[src/rtl/imem_port_arbiter.sv]
// imem_port_arbiter: shares a single-port 64x32 instruction memory between the
// fetch stage and a program-load (write) port.
// Fetch has priority in S_FETCH until the loader has been starved STARVE_MAX
// times. The loader then owns the memory in S_LOAD for up to LD_BURST grants.
// Optional feature macro: IMEM_ARB_PERF_EN adds the stall_cnt and ld_cnt
// saturating performance counters.
module imem_port_arbiter #(
    parameter int unsigned ADDR_W     = 6,
    parameter int unsigned DATA_W     = 32,
    parameter int unsigned STARVE_MAX = 4,
    parameter int unsigned LD_BURST   = 8
) (
    input  logic              clk,
    input  logic              rst,
    input  logic              fetch_req,
    input  logic [ADDR_W-1:0] fetch_addr,
    output logic              fetch_gnt,
    output logic              fetch_valid,
    output logic [DATA_W-1:0] fetch_data,
    input  logic              ld_req,
    input  logic [ADDR_W-1:0] ld_addr,
    input  logic [DATA_W-1:0] ld_data,
    output logic              ld_gnt,
    output logic [ADDR_W-1:0] mem_addr,
    output logic              mem_we,
    output logic [DATA_W-1:0] mem_wdata,
    input  logic [DATA_W-1:0] mem_rdata
`ifdef IMEM_ARB_PERF_EN
    ,
    output logic [15:0]       stall_cnt,
    output logic [15:0]       ld_cnt
`endif
);

    localparam int unsigned STARVE_W = $clog2(STARVE_MAX + 1);
    localparam int unsigned BURST_W  = $clog2(LD_BURST + 1);

    typedef enum logic [0:0] {
        S_FETCH = 1'b0,
        S_LOAD  = 1'b1
    } state_t;

    state_t              state;
    state_t              state_n;
    logic [STARVE_W-1:0] starve_cnt;
    logic [STARVE_W-1:0] starve_n;
    logic [BURST_W-1:0]  burst_cnt;
    logic [BURST_W-1:0]  burst_n;

    // Arbitration state register
    always_ff @(posedge clk or posedge rst) begin
        if (rst) begin
            state      <= S_FETCH;
            starve_cnt <= '0;
            burst_cnt  <= '0;
        end else begin
            state      <= state_n;
            starve_cnt <= starve_n;
            burst_cnt  <= burst_n;
        end
    end

    // Grant selection and next-state; no grant is issued while reset is held
    always_comb begin
        state_n   = state;
        starve_n  = starve_cnt;
        burst_n   = burst_cnt;
        fetch_gnt = 1'b0;
        ld_gnt    = 1'b0;
        if (!rst) begin
            case (state)
                S_FETCH: begin
                    if (ld_req && (!fetch_req || (starve_cnt == STARVE_W'(STARVE_MAX)))) begin
                        ld_gnt = 1'b1;
                    end else if (fetch_req) begin
                        fetch_gnt = 1'b1;
                    end
                    if (ld_gnt || !ld_req) begin
                        starve_n = '0;
                    end else if (fetch_gnt) begin
                        starve_n = starve_cnt + STARVE_W'(1);
                    end
                    // Starvation-forced load opens a burst; a lone load request does not
                    if (ld_gnt && fetch_req) begin
                        starve_n = '0;
                        if (LD_BURST > 1) begin
                            state_n = S_LOAD;
                            burst_n = BURST_W'(1);
                        end
                    end
                end
                S_LOAD: begin
                    starve_n = '0;
                    if (ld_req) begin
                        ld_gnt = 1'b1;
                        if ((burst_cnt + BURST_W'(1)) == BURST_W'(LD_BURST)) begin
                            state_n = S_FETCH;
                            burst_n = '0;
                        end else begin
                            burst_n = burst_cnt + BURST_W'(1);
                        end
                    end else begin
                        fetch_gnt = fetch_req;
                        state_n   = S_FETCH;
                        burst_n   = '0;
                    end
                end
                default: begin
                    state_n = S_FETCH;
                end
            endcase
        end
    end

    // Memory-side steering: the loader's address only when it holds the grant
    assign mem_addr  = ld_gnt ? ld_addr : fetch_addr;
    assign mem_we    = ld_gnt;
    assign mem_wdata = ld_data;

    // Registered read return; data holds its last value when no fetch was granted
    always_ff @(posedge clk or posedge rst) begin
        if (rst) begin
            fetch_valid <= 1'b0;
            fetch_data  <= '0;
        end else begin
            fetch_valid <= fetch_gnt;
            if (fetch_gnt) begin
                fetch_data <= mem_rdata;
            end
        end
    end

`ifdef IMEM_ARB_PERF_EN
    // Saturating counters of fetch stall cycles and load grant cycles
    always_ff @(posedge clk or posedge rst) begin
        if (rst) begin
            stall_cnt <= '0;
            ld_cnt    <= '0;
        end else begin
            if (fetch_req && !fetch_gnt && (stall_cnt != 16'hFFFF)) begin
                stall_cnt <= stall_cnt + 16'd1;
            end
            if (ld_gnt && (ld_cnt != 16'hFFFF)) begin
                ld_cnt <= ld_cnt + 16'd1;
            end
        end
    end
`endif

endmodule
[config.mk]
export PLATFORM = sky130hd
export DESIGN_NAME = imem_port_arbiter
export DESIGN_NICKNAME = d
export VERILOG_FILES = /design/src/rtl/imem_port_arbiter.sv
export SDC_FILE = /design/constraint.sdc
export NUM_CORES = 1
export LEC_CHECK = 0
export BUFFER_PORTS_ARGS = -buffer_cell sky130_fd_sc_hd__buf_2
export CAP_MARGIN = 0
export CORE_MARGIN = 8
export CORE_UTILIZATION = 37
export CTS_CLUSTER_SIZE = 16
export DETAILED_ROUTE_END_ITERATION = 7
export PLACE_DENSITY = 0.8
export SYNTH_ARGS = -nofsm -noshare
export SYNTH_HDL_FRONTEND = slang
export SYNTH_SLANG_ARGS = --single-unit
[constraint.sdc]
create_clock -name clk -period 2.7 [get_ports clk]
set_input_delay 0.675 -clock clk [delete_from_list [all_inputs] [get_ports clk]]
set_output_delay 0.675 -clock clk [all_outputs]
set_load 0.01 [all_outputs]
==> results.ini, run 1 <==
[setup_path]
cp_max_fo = 8
cp_top_family = flip-flops
path_buf_inv = 2
cpPeakStageDelay_ns = 0.40
worstSetupEndpointType = output pin
cp.required_ns = 2.03
path_cells = inv_1, ha_1, a21oi_2, a21oi_4, mux2_2, buf_2
critPathKind = reg -> out
start_kind = register
slowest_stage = dfrtp_1
arrival_ns = 1.84

[sta]
fin_crit_sh_pct = 93.13
hold_viol_final = 0
finalWorstSetupSlack_ns = 0.1855
slew_viol_final = 0
fin_skew_ns = 0.01076
rsz0062_at_grt = no
max_freq_mhz = 397.7
setup_viol = 0
fin_setup_tns_ns = 0
worst_pin_slew_ns = 0.5137
slew_headroom_pct = 65.75
min_period_ns = 2.514

[logic_synthesis]
synth_xor_xnor_area_share_pct = 0.7905
synthAdderAreaFrac_pct = 2.259
postSynthAreaPerCell_um2 = 13.11
ys_types = 31
syn_area_um2 = 2216
yosysSeqAreaShare_pct = 46.30
synth_fp_nets = 253
async_flop_share_pct = 100.0
muxShareOfSynthArea_pct = 24.68
synth_flop_cell = dfrtp_1
synth_compound_area_share_pct = 5.477
yosys_warnings = 0
synthCells = 169
ys_ff_latch = 41
synth_top_family_by_area = multiplexers
synth_edf_count = 0
yosys.area_share.simple_pct = 5.251

[power_and_ir_drop]
fin_total_pwr_mw = 1.751
leakage_nw = 1.294
power_density_nw_per_um2 = 683.5
vdd_drop_max_v = 0.0003520

[clocking]
root_buffer = clkbuf_8
postCtsSetupRepairBufs = 0
cts_max_path_buffers = 2
path_clk_slew_ns = 0.08
numCtsBuffers = 5
cts.htree.levels = 2
cts_tree = done
insertion_delay_ns = 0.29
cts.sinks = 41

[final_layout]
nets = 315
fin_util_pct = 43.78
layout_commonest_cell = buf_2
antennaDiodeCount = 0
final_cell_mix = buf_2, dfrtp_1, mux2_4
multi_input_area_um2 = 860.8
syn_to_final_growth_pct = 15.58
regArea_um2 = 1026
drive_gt1_share_pct = 61.64
fillers = 559
fin_area_um2 = 2561

[route]
drcViolationCount = 0
avgRoutedWirePerCell_um = 15.15
ant_nets = 0
first_pass_iters = 4
routed_wl_um = 4650
via_per_inst = 4.730
drt-initial-drc-count = 44
vias = 1452

[floorplan]
start_util_pct = 37.87
num_io_pins = 154
num_rows = 28
core_area_um2 = 5851
die_area_um2 = 8721
die_h_um = 93.39
fp.dieW_um = 93.39

[placed_design]
place_hpwl_um = 3674
pre_cts_ws_ns = 0.2159
placed_cell_area_um2 = 2467
globalplace.congestion = 0.7068
io_buffers = 89

[run]
cap_violations = 0

[global_route]
grtUsageTotal_pct = 10.70
grt_pass1_wl_um = 7438
first_global_vias = 1596
grt_overflow = 0
grt_max_degree = 43
antenna_found_initial = 0

[worst_hold_path]
hp-class = reg -> reg

[status]
status = finished, final reports clean

## sequential cells by signal, summed over array words and instances, names as in the netlist
name	cells
fetch_data	32
burst_cnt	4
starve_cnt	3
fetch_valid	1
state	1
## timing repair
action	in CTS	in global routing
gates resized for setup	0	1
setup endpoints to repair	0	6
hold buffers	0	0
## where the power goes
group / switching [mW] / internal (mW)
Combinational: 0.242 / 0.300
Sequential: 0.0872 / 0.743
Clock: 0.201 / 0.178
Total: 0.530 / 1.22
## cell usage after synthesis (all sizes together), types with 2 or more instances
cell type | n | area share, %
nand2b | 2 | 0.56
nand3 | 2 | 0.45
nor2b | 3 | 0.85
o21ai | 5 | 1.1
and3 | 2 | 0.56
ha | 4 | 2.3
a21oi | 6 | 1.7
dfrtp | 41 | 46
inv | 4 | 0.68
buf | 37 | 14
a31oi | 2 | 0.56
nor2 | 5 | 0.85
a21o | 2 | 0.68
nand2 | 4 | 0.68
mux2 | 38 | 24
## layer usage
layer | vias to the layer above | track usage [%] | wire, um | share of wire (%)
li1 | 666 | - | - | -
met1 | 686 | 11.49 | 1750 | 38
met2 | 82 | 17.57 | 2207 | 47
met3 | 18 | 3.766 | 576 | 12
met4 | 0 | 6.846 | 116 | 2.5
met5 | - | 0 | 0 | 0
## path summary, 6_finish.rpt
kind | start | end | cells past startpoint | slack, ns
worst max-delay path | starve_cnt[0]$_DFFE_PP0P_ | mem_addr[5] | 6 | 0.19
worst min-delay path | fetch_data[1]$_DFFE_PP0P_ | fetch_data[1]$_DFFE_PP0P_ | 1 | 0.51
worst max register to register | starve_cnt[0]$_DFFE_PP0P_ | fetch_data[10]$_DFFE_PP0P_ | 7 | 0.64
worst min register to register | fetch_data[1]$_DFFE_PP0P_ | fetch_data[1]$_DFFE_PP0P_ | 1 | 0.51
max in group asynchronous | rst | fetch_data[13]$_DFFE_PP0P_ | 4 | 1.61
min in group asynchronous | rst | starve_cnt[2]$_DFFE_PP0P_ | 4 | 0.72
## worst reg2reg max path, stage by stage, from the launching register on
cell and delay (ns):
dfrtp_1 0.38, inv_1 0.06, ha_1 0.23, a21oi_2 0.24, nand2b_1 0.13, and3_2 0.23
buf_4 0.31, mux2_2 0.38
## cells by family after synthesis
kind of cell | count (synthesis)
buffers and inverters | 42
DFF | 41
muxes | 39
and+or+nand+nor | 22
AOI/OAI and AO/OA | 19
adders and majority gates | 4
xor gates and xnor gates | 2
## layout make-up
class                      instances  area share (%)
sequential                        41           40.06
multi-input combinational         86           33.61
timing repair buffer              93           18.56
tap                               75           3.664
clock buffer                       5           2.687
inverter                           4          0.7328
clock inverter                     3          0.6839
## stage by stage
stage	instances	hold WS [ns]
global route	307	0.5189
finish	307	0.5055
global placement	299	0.4860
detailed placement	299	0.4860
floorplan	169	0.4926
CTS	307	0.5088
Note: power is estimated with default switching activity, not from simulation.
==> run 2, diff against run 1 <==
--- a/config.mk
+++ b/config.mk
@@ -12,6 +12,7 @@
 export CTS_CLUSTER_SIZE = 16
 export DETAILED_ROUTE_END_ITERATION = 7
 export PLACE_DENSITY = 0.8
+export SETUP_SLACK_MARGIN = 0.5
 export SYNTH_ARGS = -nofsm -noshare
 export SYNTH_HDL_FRONTEND = slang
 export SYNTH_SLANG_ARGS = --single-unit
==> run 2 against run 1 <==
Compared with the run above:
- critical path depth is 1 higher
- critical path type unchanged
- die area unchanged
- final area up 7.6%
- cell count rose by 2.0%
==> results.ini, run 2 (same netlist as run 1, synthesis figures left out) <==
[status]
status = finished, final reports clean  ; unchanged

[placed_design]
globalplace.congestion = 0.7332  ; was 0.7068
io_buffers = 89  ; unchanged
placedCellCount = 297  ; was 299
place_hpwl_um = 3786  ; was 3674 um

[floorplan]
num_rows = 28  ; unchanged
fp.dieW_um = 93.39  ; unchanged
core_area_um2 = 5851  ; unchanged
start_util_pct = 37.87  ; unchanged
die_h_um = 93.39  ; unchanged
die_area_um2 = 8721  ; unchanged
num_io_pins = 154  ; unchanged

[sta]
slew_viol_final = 0  ; unchanged
slew_headroom_pct = 65.91  ; was 65.75%
fin_crit_sh_pct = 86.64  ; was 93.13%
rsz0062_at_grt = yes  ; was no
fin_setup_tns_ns = 0  ; unchanged
worst_pin_slew_ns = 0.5113  ; was 0.5137 ns
fin_skew_ns = 0.007223  ; was 0.01076 ns
setup_viol = 0  ; unchanged
min_period_ns = 2.339  ; was 2.514 ns
max_freq_mhz = 427.5  ; was 397.7 MHz
hold_viol_final = 0  ; unchanged

[final_layout]
regArea_um2 = 1026  ; unchanged
largest_reg_flops = 32  ; unchanged
fin_cells = 313  ; was 307
largest_registers = fetch_data: 32 flops, burst_cnt: 4 flops, starve_cnt: 3 flops  ; unchanged
antennaDiodeCount = 0  ; unchanged
top_register = fetch_data  ; unchanged
multi_input_area_um2 = 914.6  ; was 860.8 um^2
fillers = 534  ; was 559
syn_to_final_growth_pct = 24.39  ; was 15.58%
layout_commonest_cell = buf_2  ; unchanged
final_cell_mix = buf_2, dfrtp_1, mux2_4  ; unchanged
drive_gt1_share_pct = 64.29  ; was 61.64%
nets = 321  ; was 315

[clocking]
cts_max_path_buffers = 2  ; unchanged
root_buffer = clkbuf_8  ; unchanged
cts.sinks = 41  ; unchanged
numCtsBuffers = 5  ; unchanged
insertion_delay_ns = 0.29  ; about the same
cts_tree = done  ; unchanged
cts.htree.levels = 2  ; unchanged
path_clk_slew_ns = 0.08  ; about the same

[global_route]
grt_overflow = 0  ; unchanged
grt_pass1_wl_um = 7990  ; was 7438 um
antenna_found_initial = 0  ; unchanged
grt_max_degree = 43  ; unchanged
grtUsageTotal_pct = 11.55  ; was 10.70%
first_global_vias = 1675  ; was 1596

[setup_path]
slowest_stage = dfrtp_1  ; unchanged
path_buf_inv = 3  ; was 2
cp_top_family = flip-flops  ; unchanged
path_cells = inv_2, ha_4, a21oi_4, a21oi_4, buf_6, mux2_4, buf_6  ; was inv_1, ha_1, a21oi_2, a21oi_4, mux2_2, buf_2
cpPeakStageDelay_ns = 0.39  ; was 0.40 ns
arrival_ns = 1.66  ; was 1.84 ns
worstSetupEndpointType = output pin  ; unchanged
critPathKind = reg -> out  ; unchanged
cp.required_ns = 2.03  ; about the same
start_kind = register  ; unchanged
cp_max_fo = 4  ; was 8

[route]
drt-initial-drc-count = 26  ; was 44
drcViolationCount = 0  ; unchanged
routed_wl_um = 4902  ; was 4650 um
vias = 1468  ; was 1452
via_per_inst = 4.690  ; was 4.730
ant_nets = 0  ; unchanged
first_pass_iters = 3  ; was 4
avgRoutedWirePerCell_um = 15.66  ; was 15.15 um

[power_and_ir_drop]
vdd_drop_max_v = 0.0003402  ; was 0.0003520 V
fin_total_pwr_mw = 1.937  ; was 1.751 mW
power_density_nw_per_um2 = 702.7  ; was 683.5 nW/um^2
leakage_nw = 1.388  ; was 1.294 nW

[worst_hold_path]
hp-class = reg -> reg  ; unchanged

[run]
cap_violations = 0  ; unchanged

run 2: changes by cell type in the layout (fill, tap and decap cells not counted), moves of 2 or more:
cell and delta:
mux2_2 -6, buf_4 +3, mux2_4 +6, buf_2 -8, inv_1 -2, inv_2 +2, buf_6 +10
run 2: per-layer routing:
layer,GRT usage [%],vias to the layer above,wire [um]
met3,5.288,9,621
met5,0,-,0
li1,-,681,-
met2,20.15,71,2456
met1,11.47,707,1753
met4,5.235,0,70
run 2: cell type report:
class | instances | area share, %
repair buffers | 99 | 21.43
flip-flops and latches | 41 | 37.22
inverters | 4 | 0.6809
well taps | 75 | 3.404
multi-input cells | 86 | 33.18
clock inverters | 3 | 1.589
clock buffers | 5 | 2.497
run 2: final timing paths:
check / from / endpoint / slack, ns / cells after the start
setup / recovery: starve_cnt[1]$_DFFE_PP0P_ / mem_addr[2] / 0.36 / 7
hold / removal: fetch_data[13]$_DFFE_PP0P_ / fetch_data[13]$_DFFE_PP0P_ / 0.51 / 1
setup reg to reg: starve_cnt[0]$_DFFE_PP0P_ / fetch_data[11]$_DFFE_PP0P_ / 0.68 / 9
hold reg to reg: fetch_data[13]$_DFFE_PP0P_ / fetch_data[13]$_DFFE_PP0P_ / 0.51 / 1
max in group asynchronous: rst / fetch_valid$_DFF_PP0_ / 1.78 / 3
min in group asynchronous: rst / starve_cnt[2]$_DFFE_PP0P_ / 0.56 / 3
run 2: through the flow:
stage / util (%) / hold WS (ns) / instance area [um^2] / setup slack [ns]
floorplan: - / 0.4926 / 2278 / 0.1297
finish: 47.11 / 0.5052 / 2756 / 0.3608
CTS: 46.98 / 0.5108 / 2749 / 0.3480
global route: 47.11 / 0.5221 / 2756 / 0.2887
global placement: 42.77 / 0.4855 / 2502 / 0.2664
detailed placement: 42.77 / 0.4887 / 2502 / 0.2217
run 2: power breakdown:
part	switching, mW	internal (mW)
registers	0.0895	0.742
clock network	0.208	0.277
logic	0.265	0.355
total	0.563	1.37
run 2: what timing repair did:
item / CTS / global route
pin swaps: 4 / 0
setup endpoints to repair: 9 / 7
buffers inserted: 7 / 1
hold buffers: 0 / 0
resized for setup: 18 / 0
hold endpoints to repair: 0 / 0
